### config.mk
export PLATFORM = sky130hd
export DESIGN_NAME = cmp_seq_nbit
export DESIGN_NICKNAME = d
export VERILOG_FILES = /design/src/rtl/alu_cmp_pkg.sv /design/src/rtl/cmp_chunk.sv /design/src/rtl/cmp_seq_nbit.sv
export SDC_FILE = /design/constraint.sdc
export NUM_CORES = 1
export LEC_CHECK = 0
export CAP_MARGIN = 25
export CELL_PAD_IN_SITES_DETAIL_PLACEMENT = 0
export CELL_PAD_IN_SITES_GLOBAL_PLACEMENT = 1
export CORE_ASPECT_RATIO = 1.25
export CORE_UTILIZATION = 34
export DETAILED_ROUTE_END_ITERATION = 7
export GPL_TIMING_DRIVEN = 1
export PLACE_DENSITY = 0.86
export SLEW_MARGIN = 30
export SYNTH_ARGS = -nofsm -noshare
export SYNTH_HDL_FRONTEND = slang
export SYNTH_SLANG_ARGS = --single-unit
### constraint.sdc
create_clock -name clk -period 2.43 [get_ports clk]
set_clock_uncertainty 0.1 [all_clocks]
set_input_delay 0.486 -clock clk [delete_from_list [all_inputs] [get_ports clk]]
set_output_delay 0.486 -clock clk [all_outputs]
set_load 0.05 [all_outputs]
### src/rtl/alu_cmp_pkg.sv
// Shared encodings and helpers for the multi-cycle ALU magnitude comparator.
package alu_cmp_pkg;
  typedef enum logic [1:0] {
    ST_IDLE = 2'd0,
    ST_RUN  = 2'd1,
    ST_DONE = 2'd2
  } cmp_state_e;

  localparam int CMP_EQ = 0;
  localparam int CMP_GT = 1;
  localparam int CMP_LT = 2;

  function automatic int cmp_clog2(input int n);
    int r;
    r = 0;
    while ((1 << r) < n) r++;
    return r;
  endfunction
endpackage

### src/rtl/cmp_chunk.sv
// One CHUNK-bit unsigned compare; flip_msb turns it into a signed compare for the top chunk.
module cmp_chunk #(
  parameter int CHUNK = 4
) (
  input  logic [CHUNK-1:0] a,
  input  logic [CHUNK-1:0] b,
  input  logic             flip_msb,
  output logic             eq,
  output logic             gt
);
  logic [CHUNK-1:0] msk, aa, bb;

  always_comb begin
    msk            = '0;
    msk[CHUNK-1]   = flip_msb;
    aa             = a ^ msk;
    bb             = b ^ msk;
    eq             = (aa == bb);
    gt             = (aa > bb);
  end
endmodule

### src/rtl/cmp_seq_nbit.sv
// Multi-cycle magnitude comparator: scans operands MS chunk first, one chunk per cycle.
module cmp_seq_nbit
  import alu_cmp_pkg::*;
#(
  parameter int WIDTH      = 16,
  parameter int CHUNK      = 4,
  parameter int EARLY_EXIT = 1,
  localparam int NCHUNK    = WIDTH / CHUNK,
  localparam int CW        = cmp_clog2(NCHUNK + 1)
) (
  input  logic             clk,
  input  logic             rst,
  input  logic             in_valid,
  output logic             in_ready,
  input  logic [WIDTH-1:0] inp1,
  input  logic [WIDTH-1:0] inp2,
  input  logic             signed_mode,
  output logic             out_valid,
  input  logic             out_ready,
  output logic             equal,
  output logic             greater,
  output logic             less,
  output logic [CW-1:0]    chunks_used
);
  localparam int IW = (NCHUNK > 1) ? cmp_clog2(NCHUNK) : 1;

  cmp_state_e       state_q, state_d;
  logic [WIDTH-1:0] a_q, a_d, b_q, b_d;
  logic             sgn_q, sgn_d;
  logic [IW-1:0]    idx_q, idx_d;
  logic [CW-1:0]    cnt_q, cnt_d, cu_q, cu_d;
  logic             hit_q, hit_d, hgt_q, hgt_d;
  logic [2:0]       flags_q, flags_d;

  logic [CHUNK-1:0] ca, cb;
  logic             flip, c_eq, c_gt;

  always_comb begin
    ca   = CHUNK'(a_q >> (idx_q * CHUNK));
    cb   = CHUNK'(b_q >> (idx_q * CHUNK));
    flip = sgn_q && (idx_q == IW'(NCHUNK - 1));
  end

  cmp_chunk #(.CHUNK(CHUNK)) u_chunk (
    .a        (ca),
    .b        (cb),
    .flip_msb (flip),
    .eq       (c_eq),
    .gt       (c_gt)
  );

  always_comb begin
    state_d = state_q;
    a_d     = a_q;
    b_d     = b_q;
    sgn_d   = sgn_q;
    idx_d   = idx_q;
    cnt_d   = cnt_q;
    hit_d   = hit_q;
    hgt_d   = hgt_q;
    flags_d = flags_q;
    cu_d    = cu_q;
    case (state_q)
      ST_IDLE: begin
        if (in_valid) begin
          a_d     = inp1;
          b_d     = inp2;
          sgn_d   = signed_mode;
          idx_d   = IW'(NCHUNK - 1);
          cnt_d   = '0;
          hit_d   = 1'b0;
          hgt_d   = 1'b0;
          state_d = ST_RUN;
        end
      end
      ST_RUN: begin
        cnt_d = cnt_q + 1'b1;
        // The first differing chunk decides; later chunks never override it.
        if (!hit_q && !c_eq) begin
          hit_d = 1'b1;
          hgt_d = c_gt;
        end
        if (((EARLY_EXIT != 0) && !c_eq) || (idx_q == '0)) begin
          state_d         = ST_DONE;
          flags_d[CMP_EQ] = !hit_d;
          flags_d[CMP_GT] = hit_d && hgt_d;
          flags_d[CMP_LT] = hit_d && !hgt_d;
          cu_d            = cnt_d;
        end else begin
          idx_d = idx_q - 1'b1;
        end
      end
      ST_DONE: begin
        if (out_ready) state_d = ST_IDLE;
      end
      default: state_d = ST_IDLE;
    endcase
  end

  always_ff @(posedge clk) begin
    if (rst) begin
      state_q <= ST_IDLE;
      a_q     <= '0;
      b_q     <= '0;
      sgn_q   <= 1'b0;
      idx_q   <= '0;
      cnt_q   <= '0;
      hit_q   <= 1'b0;
      hgt_q   <= 1'b0;
      flags_q <= '0;
      cu_q    <= '0;
    end else begin
      state_q <= state_d;
      a_q     <= a_d;
      b_q     <= b_d;
      sgn_q   <= sgn_d;
      idx_q   <= idx_d;
      cnt_q   <= cnt_d;
      hit_q   <= hit_d;
      hgt_q   <= hgt_d;
      flags_q <= flags_d;
      cu_q    <= cu_d;
    end
  end

  assign in_ready    = (state_q == ST_IDLE);
  assign out_valid   = (state_q == ST_DONE);
  assign equal       = flags_q[CMP_EQ];
  assign greater     = flags_q[CMP_GT];
  assign less        = flags_q[CMP_LT];
  assign chunks_used = cu_q;
endmodule

==> flow_summary.yaml, run 1 <==
outcome:
  run_status: "finished, final reports clean"
detailed_routing:
  routed_wl_mm: 4.41
  drt_iter0_markers: 89
  via_count: 1738
  drcViolationCount: 0
  viasPerCell: 4.68
  drtAntennaViolNets: 0
  wl_per_cell_um: 11.9
  first_pass_iters: 4
yosys:
  netlist.area_leader.share_pct: 45.6
  synth_mux_area_share_pct: 8.56
  syn-instance-count: 240
  yosys.area_share.simple_pct: 20.9
  ys_seq_area_share_pct: 45.6
  synth-compound-area-share_pct: 15.5
  synth_xor_area_share_pct: 1.25
  synthAdderAreaFrac_pct: 4.16
  synth_fp_nets: 284
  synth.avg_cell_area_um2: 8.77
  synth.distinct_cells: 35
  synth_top_flop_cell: "dfxtp_1"
  synth-edff-count: 0
  synthTopCellsByArea: "dfxtp_1 (46%), nand2_1 (13%), a21oi_1 (9.5%)"
  synth_most_common_cell: "nand2_1"
  synth_seq_cells: 48
  synthArstFlopShare_pct: 0
  synth_top_family_by_area: "simple AND/OR/NAND/NOR gates"
  yosys_warnings: 0
  synthTopCellsByCount: "nand2_1 (72), dfxtp_1 (48), a21oi_1 (40), nor2_1 (12)"
  yosysTopAreaCell: "dfxtp_1"
  synth_area_um2: 2110
pwr:
  internal_power_mw: 1.36
  leakage_nw: 1.03
  sw_frac_of_total_pct: 31.7
  p_sw_mw: 0.632
  finalPower_mw: 1.99
  p_comb_share_pct: 31.4
  p_seq_share_pct: 45.4
  power_density_nw_per_um2: 714
  pwr-share-clk_pct: 23.1
  ir_drop_mv: 0.280
global_route:
  overflow: 0
  grt_antenna_before_repair: 0
  first_global_vias: 1724
  grt_max_degree: 29
  grt_util_all_layers_pct: 15.2
  grt_pass1_wl_mm: 7.73
worst_setup_path:
  critPathCaptureType: "register"
  worstSetupPathType: "reg -> reg"
  crit_required_ns: 2.52
  worstPathArrival_ns: 2.41
  start_kind: "register"
  path_max_fanout: 4
cts:
  insertion_delay_ns: 0.30
  cts_sinks: 48
  root_buffer: "clkbuf_8"
  clk_path_buf_depth: 2
  ctsHtreeMaxLevel: 2
  numCtsBuffers: 5
  clk_pin_slew_ns: 0.09
  ctsHoldBuffers: 0
  cts_tree: "built"
placed_design:
  dp_cells: 362
  pre_cts_ws_ns: 0.0282
  hpwl_mm: 3.30
  portBuffers: 44
  globalplace.congestion: 0.723
floorplanning:
  die-area_um2: 6510
  initial_core_util_pct: 35.7
  chipWidth_um: 72.4
  pin_count: 45
  core.rowCount: 31
  die_h_um: 90.0
  coreArea_um2: 5900
timing:
  fin_setup_tns_ns: 0
  worst_slack_ns: 0.114
  fin_crit_sh_pct: 95.3
  clock.fmax_ghz: 0.432
  worst_pin_slew_ns: 0.499
  rsz0062_at_grt: "false"
  hold_viol_final: 0
  finalCriticalPeriod_ns: 2.32
  setup_viol: 0
  slew_viol_final: 0
  relSlewSlack_pct: 66.6
final_layout:
  num-nets-final: 332
  area_delta_synth_final_pct: 32.6
  layoutNonFillerInstCount: 371
  nFillCells: 606
  drive_above_1_share_pct: 12.5
  diodes: 0
min_path:
  hold_path_class: "reg -> reg"
run:
  drv_cap: 0
worst max-delay path: stages, from the launching register on:
cell     delay (ns)
dfxtp_1        0.37
mux4_2         0.51
xor2_1         0.16
ha_2           0.37
and4_4         0.26
a21oi_1        0.08
and2_1         0.16
a32o_1         0.20
path summary, 6_finish.rpt:
kind	startpoint	endpoint	slack [ns]	cells after the start
max	idx_q[0]$_SDFFE_PP0P_	flags_q[2]$_SDFFE_PP0P_	0.11	7
min	a_q[9]$_SDFFE_PP0P_	a_q[9]$_SDFFE_PP0P_	0.36	2
max reg2reg	idx_q[0]$_SDFFE_PP0P_	flags_q[2]$_SDFFE_PP0P_	0.11	7
min reg2reg	a_q[9]$_SDFFE_PP0P_	a_q[9]$_SDFFE_PP0P_	0.36	2
kinds of logic after synthesis:
group | after synthesis
AOI/OAI and AO/OA | 54
xor gates and xnor gates | 3
adders and majority gates | 7
buffers and inverters | 20
DFF | 48
muxes | 8
and+or+nand+nor | 100
power groups by stage:
stage	logic (mW)	clock network (mW)	registers, mW
after floorplan	0.385	0	0.958
after global placement	0.593	0	0.923
after detailed placement	0.602	0	0.926
after CTS	0.604	0.480	0.907
after global routing	0.689	0.511	0.917
final	0.626	0.462	0.907
registers in the layout (all words and copies together), names as in the netlist:
register / count
chunks_used: 3
hgt_q: 1
cnt_q: 3
idx_q: 2
hit_q: 1
state_q: 2
flags_q: 3
b_q: 16
a_q: 16
sgn_q: 1
layout make-up:
class | instances | area (um^2) | share of cell area [%]
clock inverters | 1 | 8.76 | 0.314
flip-flops and latches | 48 | 962 | 34.5
multi-input cells | 172 | 1080 | 38.8
clock buffers | 7 | 76.3 | 2.73
inverters | 7 | 26.3 | 0.941
well taps | 82 | 103 | 3.67
repair buffers | 54 | 532 | 19.0
stage by stage:
step                      util [%]  cell area, um^2  hold WS, ns
after global routing          47.4             2790        0.379
final                         47.4             2790        0.356
after CTS                     46.9             2770        0.357
after global placement        45.5             2680        0.340
after floorplan                  -             2130        0.333
after detailed placement      45.5             2680        0.345
metal layers:
metal	part of all wire (%)	wire, um	GRT usage (%)	vias to the layer above
met4	1.4	60	4.90	0
met3	3.7	163	4.26	5
met5	0	0	0	-
met2	51	2230	24.5	34
met1	44	1960	19.4	791
li1	-	-	-	908
cells in the final DEF (no fill, tap or decap), drive strengths merged, types with 2 or more instances in the layout:
master / count
nor2: 12
clkdlybuf4s50: 44
xnor2: 2
nand2: 73
clkbuf: 7
dfxtp: 48
nand4: 2
inv: 7
ha: 7
nor2b: 2
buf: 10
nand2b: 2
mux4: 8
nor3: 3
a211oi: 3
a21oi: 40
o21ai: 2
what timing repair did:
action,4_1_cts,5_1_grt
gates resized for setup,0,6
setup buffers,0,1
endpoints found under the setup margin,0,10
No activity file was read; power rests on OpenSTA's default activity.
==> run 2: changes to the inputs <==
CAP_MARGIN = 10   (was 25)
==> results of run 2 <==
Same layout as run 1: the final DEF is identical, and so are final timing and power.
==> run 3: changes to the inputs <==
ABC_CLOCK_PERIOD_IN_PS = 2430   (was unset)
==> results of run 3 <==
Same layout as run 1: the final DEF is identical, and so are final timing and power.
